## config.mk

```make
export PLATFORM = sky130hd
export DESIGN_NAME = hub75_bcm_scanner
export DESIGN_NICKNAME = d
export VERILOG_FILES = /design/src/rtl/hub75_pkg.sv /design/src/rtl/bcm_on_timer.sv /design/src/rtl/hub75_bcm_scanner.sv
export SDC_FILE = /design/constraint.sdc
export NUM_CORES = 1
export LEC_CHECK = 0
export BUFFER_PORTS_ARGS = -buffer_cell sky130_fd_sc_hd__buf_2
export CELL_PAD_IN_SITES_DETAIL_PLACEMENT = 0
export CELL_PAD_IN_SITES_GLOBAL_PLACEMENT = 2
export CORE_MARGIN = 4
export CORE_UTILIZATION = 37
export CTS_BUF_LIST = sky130_fd_sc_hd__clkbuf_4 sky130_fd_sc_hd__clkbuf_8
export CTS_CLUSTER_DIAMETER = 120
export DETAILED_ROUTE_END_ITERATION = 6
export PLACE_DENSITY = 0.85
export SLEW_MARGIN = 20
export SYNTH_ARGS = -nofsm -noshare
export SYNTH_HDL_FRONTEND = slang
export SYNTH_SLANG_ARGS = --single-unit
```

## constraint.sdc

```tcl
create_clock -name clk -period 4.46 [get_ports clk]
set_input_delay 0.446 -clock clk [delete_from_list [all_inputs] [get_ports clk]]
set_output_delay 0.446 -clock clk [all_outputs]
set_load 0.1 [all_outputs]
```

## src/rtl/hub75_pkg.sv

```systemverilog
// Shared types and helpers for the HUB75 BCM scan engine.
package hub75_pkg;

    // Scan FSM states
    typedef enum logic [2:0] {
        ST_IDLE,
        ST_FETCH,
        ST_SHIFT_LO,
        ST_SHIFT_HI,
        ST_LATCH,
        ST_DISPLAY,
        ST_NEXT
    } state_e;

    // Channel order inside a frame-buffer word, MSB first: {R0,G0,B0,R1,G1,B1}
    localparam int unsigned NUM_CH = 6;
    localparam int unsigned CH_R0  = 0;
    localparam int unsigned CH_G0  = 1;
    localparam int unsigned CH_B0  = 2;
    localparam int unsigned CH_R1  = 3;
    localparam int unsigned CH_G1  = 4;
    localparam int unsigned CH_B1  = 5;

    // LSB position of a channel's DEPTH-bit slice within the word
    function automatic int unsigned ch_lsb(input int unsigned ch, input int unsigned depth);
        return (NUM_CH - 1 - ch) * depth;
    endfunction

    // Width that holds max(base_delay,1) << (depth-1) without overflow
    function automatic int unsigned ontime_w(input int unsigned dly_w, input int unsigned depth);
        return dly_w + depth - 1;
    endfunction

endpackage

```

## src/rtl/bcm_on_timer.sv

```systemverilog
// BCM on-time down-counter: loads max(base_delay,1) << plane, decrements per tick.
module bcm_on_timer
    import hub75_pkg::*;
#(
    parameter int unsigned DLY_W = 11,
    parameter int unsigned DEPTH = 4,
    parameter int unsigned PL_W  = (DEPTH > 1) ? $clog2(DEPTH) : 1
) (
    input  logic             clk,
    input  logic             rst,
    input  logic             tick_i,
    input  logic             load_i,
    input  logic [DLY_W-1:0] base_delay_i,
    input  logic [PL_W-1:0]  plane_i,
    output logic             done_c
);

    localparam int unsigned ONT_W = ontime_w(DLY_W, DEPTH);

    logic [ONT_W-1:0] cnt_q;
    logic [ONT_W-1:0] cnt_d;
    logic [DLY_W-1:0] base_c;

    // Load has priority; otherwise count down one per tick until empty
    always_comb begin
        cnt_d  = cnt_q;
        base_c = (base_delay_i == '0) ? DLY_W'(1) : base_delay_i;
        if (load_i) begin
            cnt_d = ONT_W'(base_c) << plane_i;
        end else if (tick_i && (cnt_q != '0)) begin
            cnt_d = cnt_q - ONT_W'(1);
        end
    end

    // Counter register
    always_ff @(posedge clk) begin
        if (rst) begin
            cnt_q <= '0;
        end else begin
            cnt_q <= cnt_d;
        end
    end

    // Last display tick is the one seen with a count of one
    assign done_c = (cnt_q == ONT_W'(1));

endmodule

```

## src/rtl/hub75_bcm_scanner.sv

```systemverilog
// HUB75 scan engine: fetch, shift, latch and BCM-display one bit-plane per pass.
module hub75_bcm_scanner
    import hub75_pkg::*;
#(
    parameter int unsigned ROW_BITS = 5,
    parameter int unsigned COL_BITS = 6,
    parameter int unsigned DEPTH    = 4,
    parameter int unsigned CLK_DIV  = 3,
    parameter int unsigned DLY_W    = 11
) (
    input  logic                         clk,
    input  logic                         rst,
    input  logic                         en,
    input  logic [DLY_W-1:0]             base_delay,
    output logic [ROW_BITS+COL_BITS-1:0] rd_addr,
    input  logic [6*DEPTH-1:0]           rd_data,
    output logic                         LP_CLK,
    output logic                         LATCH,
    output logic                         NOE,
    output logic [ROW_BITS-1:0]          ROW,
    output logic [2:0]                   RGB0,
    output logic [2:0]                   RGB1,
    output logic                         frame_done
);

    localparam int unsigned DIV_W = (CLK_DIV > 1) ? $clog2(CLK_DIV) : 1;
    localparam int unsigned PL_W  = (DEPTH > 1) ? $clog2(DEPTH) : 1;
    localparam int unsigned AW    = ROW_BITS + COL_BITS;

    state_e              state_q, state_d;
    logic [DIV_W-1:0]    div_q;
    logic                tick_c;
    logic [COL_BITS-1:0] col_q, col_d;
    logic [ROW_BITS-1:0] row_q, row_d;
    logic [PL_W-1:0]     plane_q, plane_d;
    logic [AW-1:0]       addr_q, addr_d;
    logic [2:0]          rgb0_q, rgb0_d, rgb1_q, rgb1_d;
    logic [ROW_BITS-1:0] row_out_q, row_out_d;
    logic                frame_done_q, frame_done_d;
    logic                lp_clk_q, latch_q, noe_q;
    logic                timer_done_c;
    logic [DEPTH-1:0]    chan_c [NUM_CH];
    logic [2:0]          pix0_c, pix1_c;

    // Free-running tick divider
    assign tick_c = (div_q == DIV_W'(CLK_DIV - 1));

    always_ff @(posedge clk) begin
        if (rst) begin
            div_q <= '0;
        end else begin
            div_q <= tick_c ? '0 : div_q + DIV_W'(1);
        end
    end

    // Split the fetched word into per-channel slices
    for (genvar g = 0; g < NUM_CH; g++) begin : g_chan
        assign chan_c[g] = rd_data[ch_lsb(g, DEPTH) +: DEPTH];
    end

    // Current bit-plane of each half
    assign pix0_c = {chan_c[CH_R0][plane_q], chan_c[CH_G0][plane_q], chan_c[CH_B0][plane_q]};
    assign pix1_c = {chan_c[CH_R1][plane_q], chan_c[CH_G1][plane_q], chan_c[CH_B1][plane_q]};

    bcm_on_timer #(
        .DLY_W (DLY_W),
        .DEPTH (DEPTH),
        .PL_W  (PL_W)
    ) u_timer (
        .clk          (clk),
        .rst          (rst),
        .tick_i       (tick_c),
        .load_i       (tick_c && (state_q == ST_LATCH)),
        .base_delay_i (base_delay),
        .plane_i      (plane_q),
        .done_c       (timer_done_c)
    );

    // Next-state and output decode; everything advances on ticks only
    always_comb begin
        state_d      = state_q;
        col_d        = col_q;
        row_d        = row_q;
        plane_d      = plane_q;
        addr_d       = addr_q;
        rgb0_d       = rgb0_q;
        rgb1_d       = rgb1_q;
        row_out_d    = row_out_q;
        frame_done_d = 1'b0;
        if (tick_c) begin
            unique case (state_q)
                ST_IDLE: begin
                    // plane/row keep their values so a paused scan resumes in place
                    if (en) begin
                        state_d = ST_FETCH;
                        col_d   = '0;
                        addr_d  = {row_q, COL_BITS'(0)};
                    end
                end
                ST_FETCH: begin
                    state_d = ST_SHIFT_LO;
                    rgb0_d  = pix0_c;
                    rgb1_d  = pix1_c;
                end
                ST_SHIFT_LO: begin
                    // next column address goes out as LP_CLK rises; data lands within the high phase
                    state_d = ST_SHIFT_HI;
                    if (col_q != '1) begin
                        addr_d = {row_q, col_q + COL_BITS'(1)};
                    end
                end
                ST_SHIFT_HI: begin
                    if (col_q == '1) begin
                        state_d   = ST_LATCH;
                        row_out_d = row_q;
                    end else begin
                        state_d = ST_SHIFT_LO;
                        col_d   = col_q + COL_BITS'(1);
                        rgb0_d  = pix0_c;
                        rgb1_d  = pix1_c;
                    end
                end
                ST_LATCH: begin
                    state_d = ST_DISPLAY;
                end
                ST_DISPLAY: begin
                    if (timer_done_c) begin
                        state_d = ST_NEXT;
                    end
                end
                ST_NEXT: begin
                    col_d = '0;
                    if (plane_q != PL_W'(DEPTH - 1)) begin
                        plane_d = plane_q + PL_W'(1);
                    end else begin
                        plane_d      = '0;
                        row_d        = row_q + ROW_BITS'(1);
                        frame_done_d = (row_q == '1);
                    end
                    if (en) begin
                        state_d = ST_FETCH;
                        addr_d  = {row_d, COL_BITS'(0)};
                    end else begin
                        state_d = ST_IDLE;
                    end
                end
                default: state_d = ST_IDLE;
            endcase
        end
    end

    // State, counters and registered panel outputs
    always_ff @(posedge clk) begin
        if (rst) begin
            state_q      <= ST_IDLE;
            col_q        <= '0;
            row_q        <= '0;
            plane_q      <= '0;
            addr_q       <= '0;
            rgb0_q       <= '0;
            rgb1_q       <= '0;
            row_out_q    <= '0;
            frame_done_q <= 1'b0;
            lp_clk_q     <= 1'b0;
            latch_q      <= 1'b0;
            noe_q        <= 1'b1;
        end else begin
            state_q      <= state_d;
            col_q        <= col_d;
            row_q        <= row_d;
            plane_q      <= plane_d;
            addr_q       <= addr_d;
            rgb0_q       <= rgb0_d;
            rgb1_q       <= rgb1_d;
            row_out_q    <= row_out_d;
            frame_done_q <= frame_done_d;
            lp_clk_q     <= (state_d == ST_SHIFT_HI);
            latch_q      <= (state_d == ST_LATCH);
            noe_q        <= (state_d != ST_DISPLAY);
        end
    end

    assign rd_addr    = addr_q;
    assign LP_CLK     = lp_clk_q;
    assign LATCH      = latch_q;
    assign NOE        = noe_q;
    assign ROW        = row_out_q;
    assign RGB0       = rgb0_q;
    assign RGB1       = rgb1_q;
    assign frame_done = frame_done_q;

endmodule

```

==> metrics.txt, run 1 <==
crit path cell chain inv_1 > ha_1 > nand2_1 > or4_4 > a21oi_4 > or3b_1; Final setup viols 0; Pwr Density 631 nW/um2; synth warn 0; core area 9200 um2; Tot GR Track Use 0.169; Cell Rows 35; Slew headroom 0.316; Setup Skew 0.00819 ns; layout cells sized above 1 0.230; setup TNS 0 ns; Worst IR Drop VDD 0.406 mV; syn nets 448; routability cong. 0.845; Final Non-Filler Cells 563; EDFF count, synth 0; Period Utilization, post-route 0.573; Worst EP required 4.68 ns; latest clock arrival within the worst-skew pair 0.34 ns; Max FO, Critical Path 27; Worst-Margin Slew 1.02 ns; drt first pass iters 6; post-route setup slack 1.90 ns; Die X 105 um; htree depth 3; num ports 64; Syn Area/Cell 8.64 um2; Pins Over Slew Limit 0; CP max stage delay 0.73 ns; Critical Path Slowest Stage Cell ha_1; Post-synth top flop dfxtp_1; Inst Count DP 546; Layout Utilization 0.444; clk sinks 58; most frequent cell after synthesis dfxtp_1; CTS tree yes; clock root buffer clkbuf_8; Clock Path Buffers 2; dpl ws 1.88 ns; die area 11000 um2; final WL 9230 um; Routed WL per cell 16.4 um; CP Buf/Inv Count 1; register area share after synthesis 0.334; worst hold margin 0.432 ns; largest net degree at the start of global routing 55; FF+latch count, synth 58; Layout Nets 493; post-cts resize count 0; initial core utilization 0.378; Peak Freq 391 MHz; initial antenna violation count 0; area delta synth->final 17.5%; most common library cells after synthesis 58 x dfxtp_1, 35 x a21oi_1, 33 x nor2_1, 24 x mux2i_1, 24 x nand2_1; IO buf count 63; RSZ-0062 raised after global routing no; placed cell area 3810 um2; CP delay by family, top simple AND/OR/NAND/NOR gates; clock buffer count from CTS 9; Area contributors post-synth dfxtp_1 33%, mux2i_1 6.9%, mux4_2 5.2%, a21oi_1 5.0%, nor2_1 3.6%; postcts setup bufs 0; library cells used by synthesis 69; first-pass GRT wire length 15400 um; average via count per standard cell 5.86; Syn Std Cell Area 3470 um2; global route overflow 0; # DRC 0; Tmin final 2.56 ns; CP startpoint kind register; Setup crit end kind register; WS Path Type reg2reg; CTS Hold Bufs 0; LEAKAGE 1.62 nW; Die Y-Extent 105 um; clock-pin slew on the worst setup and hold paths 0.07 ns; Synth area leader dfxtp_1; hpwl dp 6630 um; share of the synthesized area in the top cell type 0.334; Hold Crit Class reg2reg; Via Count 3301; Initial DRC Count 172; total power 2.58 mW; Max Cap Violations 0; Gate Count Post-Synth 402; Worst EP arrival 2.78 ns; Antenna Nets Post-Route 0; outcome completed; Post-synth ARST share 0; vias in the first global route 3091; final instance area 4080 um2; ANT cells 0; Fin. Hold Viols 0
[worst reg2reg max path: stages (launching register included)]
cell	delay, ns
dfxtp_1	0.32
inv_1	0.05
ha_1	0.73
nand2_1	0.27
or4_4	0.56
a21oi_4	0.16
or3b_1	0.35
[final timing paths]
check	from	endpoint	slack [ns]	cells after the start
hold reg to reg	div_q[0]	div_q[0]	0.43	1
setup / recovery	div_q[0]	NOE	1.90	6
hold / removal	div_q[0]	div_q[0]	0.43	1
setup reg to reg	div_q[0]	NOE	1.90	6
[layer usage]
layer / track usage / routed length (um)
met1: 0.231 / 4280
met3: 0.0469 / 485
met5: 0 / 0
met4: 0.0431 / 114
met2: 0.264 / 4350
[cell usage in the layout (no fill, tap or decap), types with 8 or more instances in the layout]
cell type / count
nand3_1: 9
mux4_2: 8
clkbuf_8: 9
buf_2: 63
a21oi_1: 35
nor3_1: 14
mux2i_1: 24
nor2b_1: 8
inv_1: 8
nand2_1: 24
nor4_1: 13
dfxtp_1: 58
nand4_1: 9
o21ai_0: 20
nor2_1: 33
ha_1: 8
[kinds of logic (layout without fill, tap and decap cells)]
logic type | Yosys count | in the layout | synth area share
buffers and inverters | 41 | 91 | 0.0490
AO/OA/AOI/OAI | 105 | 105 | 0.203
AND/OR/NAND/NOR | 149 | 149 | 0.241
adder cells (fa/ha/maj) | 9 | 9 | 0.0317
XOR/XNOR | 8 | 8 | 0.0202
flip-flops | 58 | 58 | 0.334
multiplexers | 32 | 32 | 0.121
[where the power goes]
group          internal (mW)  total (mW)  leakage, nW  switching (mW)
sequential             0.588       0.696        0.469           0.107
clock                  0.376       0.614        0.124           0.238
combinational          0.491        1.27         1.03           0.775
[final cells by class]
cell class / instances / area [um2]
fill: 949 / 5110
multi-input combinational: 303 / 2150
sequential: 58 / 1160
timing repair buffer: 66 / 350
tap: 111 / 139
clock inverter: 7 / 125
clock buffer: 9 / 124
inverter: 9 / 33.8
[registers in the layout, summed over array words and instances, names as in the netlist]
register	cells
u_timer.cnt_q	14
LATCH	1
plane_q	2
RGB1	3
NOE	1
RGB0	3
div_q	2
rd_addr	11
frame_done	1
state_q	3
ROW	5
col_q	6
LP_CLK	1
row_q	5
(Power assumes the default switching activity.)
==> inputs of run 2 (changes only) <==
--- a/config.mk
+++ b/config.mk
@@ -9,11 +9,11 @@
 export CELL_PAD_IN_SITES_DETAIL_PLACEMENT = 0
 export CELL_PAD_IN_SITES_GLOBAL_PLACEMENT = 2
 export CORE_MARGIN = 4
-export CORE_UTILIZATION = 37
+export CORE_UTILIZATION = 31
 export CTS_BUF_LIST = sky130_fd_sc_hd__clkbuf_4 sky130_fd_sc_hd__clkbuf_8
 export CTS_CLUSTER_DIAMETER = 120
 export DETAILED_ROUTE_END_ITERATION = 6
-export PLACE_DENSITY = 0.85
+export PLACE_DENSITY = 0.76
 export SLEW_MARGIN = 20
 export SYNTH_ARGS = -nofsm -noshare
 export SYNTH_HDL_FRONTEND = slang
==> constraint.sdc (replaced) <==
create_clock -name clk -period 2.2 [get_ports clk]
set_input_delay 0.22 -clock clk [delete_from_list [all_inputs] [get_ports clk]]
set_output_delay 0.22 -clock clk [all_outputs]
set_load 0.1 [all_outputs]
==> run 2 against run 1 <==
- clock-buffer cell count grew 1
- global-route usage shrank 1.5 points
- sequential power grew 98%
- critical path type unchanged
- largest cell class unchanged
==> metrics.txt, run 2 (synthesis gave the netlist of run 1 again) <==
Worst EP required 2.44 ns (was 4.68 ns); post-cts resize count 0 (unchanged); area delta synth->final 21.1% (was 17.5%); # DRC 0 (unchanged); core area 10900 um2 (was 9200 um2); Die X 114 um (was 105 um); ANT cells 0 (unchanged); layout cells sized above 1 0.264 (was 0.230); Initial DRC Count 189 (was 172); Tmin final 2.01 ns (was 2.56 ns); final instance area 4210 um2 (was 4080 um2); largest reg by FF count u_timer.cnt_q (unchanged); clock root buffer clkbuf_8 (unchanged); global route overflow 0 (unchanged); Worst IR Drop VDD 0.704 mV (was 0.406 mV); clock buffer count from CTS 9 (unchanged); die area 13000 um2 (was 11000 um2); routability cong. 0.896 (was 0.845); latest clock arrival within the worst-skew pair 0.36 ns (was 0.34 ns); outcome completed (unchanged); CP max stage delay 0.65 ns (was 0.73 ns); htree depth 3 (unchanged); Hold Crit Class in2reg (was reg2reg); clock-pin slew on the worst setup and hold paths 0.07 ns (about the same); clk sinks 58 (unchanged); LEAKAGE 1.68 nW (was 1.62 nW); Tot GR Track Use 0.155 (was 0.169); IO buf count 63 (unchanged); Die Y-Extent 114 um (was 105 um); postcts setup bufs 0 (unchanged); drt first pass iters 4 (was 6); Setup crit end kind register (unchanged); WS Path Type reg2reg (unchanged); Worst-Margin Slew 0.819 ns (was 1.02 ns); hpwl dp 7250 um (was 6630 um); average via count per standard cell 5.41 (was 5.86); Setup Skew 0.00761 ns (was 0.00819 ns); commonest cells after routing, fill and taps aside 63 x buf_2, 58 x dfxtp_1, 35 x a21oi_1 (unchanged); CTS tree yes (unchanged); Clock Path Buffers 2 (unchanged); Layout Nets 514 (was 493); num ports 64 (unchanged); Multi-input gate area 2150 um2 (unchanged); Critical Path Slowest Stage Cell or4_4 (was ha_1); Filler cells 1133 (was 949); final WL 9770 um (was 9230 um); Max FO, Critical Path 6 (was 27); Cell Rows 38 (was 35); CP startpoint kind register (unchanged); Final setup viols 0 (unchanged); Period Utilization, post-route 0.914 (was 0.573); placed cell area 4030 um2 (was 3810 um2); Fin. Hold Viols 0 (unchanged); Max Cap Violations 0 (unchanged); vias in the first global route 3131 (was 3091); CTS Hold Bufs 0 (unchanged); Slew headroom 0.454 (was 0.316); initial core utilization 0.319 (was 0.378); first-pass GRT wire length 16000 um (was 15400 um); Pwr Density 1230 nW/um2 (was 631 nW/um2); max FFs per register 14 (unchanged); Antenna Nets Post-Route 0 (unchanged); crit path cell chain ha_1 > nand3_2 > or4_4 > a21oi_4 > or3b_1 (was inv_1 > ha_1 > nand2_1 > or4_4 > a21oi_4 > or3b_1); initial antenna violation count 0 (unchanged); RSZ-0062 raised after global routing no (unchanged); Via Count 3318 (was 3301); Peak Freq 497 MHz (was 391 MHz); most common cell after layout, fill and taps aside buf_2 (unchanged); largest net degree at the start of global routing 41 (was 55); setup TNS 0 ns (unchanged); register area 1160 um2 (unchanged); Worst EP arrival 2.25 ns (was 2.78 ns); Routed WL per cell 15.9 um (was 16.4 um); Pins Over Slew Limit 0 (unchanged)
-- run 2: through the flow --
step                      instances  hold WS [ns]  power (mW)  setup WS, ns   util
final                           613         0.307        5.19         0.188  0.386
after global routing            613         0.312        5.61       0.00712  0.386
after CTS                       613         0.293        5.19         0.173  0.386
after detailed placement        597         0.413        4.25         0.209  0.370
after global placement          597         0.412        4.27         0.221  0.370
after floorplan                 402         0.397        3.35         0.208      -
-- run 2: worst paths after layout --
path | slack, ns | end | startpoint | depth (start not counted)
setup / recovery | 0.19 | NOE | col_q[0] | 5
hold / removal | 0.31 | RGB0[0] | rd_data[12] | 4
setup reg to reg | 0.19 | NOE | col_q[0] | 5
hold reg to reg | 0.42 | div_q[0] | div_q[0] | 1
-- run 2: critical path, delay by kind of cell, from the launching register on --
family | cells | cell delay (ns)
and+or+nand+nor | 3 | 1.12
DFF | 1 | 0.40
AOI/OAI and AO/OA | 1 | 0.16
adders and majority gates | 1 | 0.21
-- run 2: report_power, final --
group	switching [mW]	total, mW	internal, mW
Clock	0.475	0.913	0.438
Combinational	1.61	2.89	1.29
Sequential	0.190	1.38	1.19
-- run 2: cell type report --
| cell class | instances | area share |
|---|---|---|
| well taps | 140 | 0.0416 |
| repair buffers | 87 | 0.121 |
| clock buffers | 10 | 0.0327 |
| flip-flops and latches | 58 | 0.276 |
| multi-input cells | 303 | 0.511 |
| clock inverters | 6 | 0.00982 |
| inverters | 9 | 0.00803 |
-- run 2: layer usage --
metal,routed length (um),GRT usage,vias up
li1,-,-,1653
met1,4550,0.202,1586
met2,4570,0.246,63
met3,419,0.0308,16
met4,232,0.0736,0
met5,0,0,-
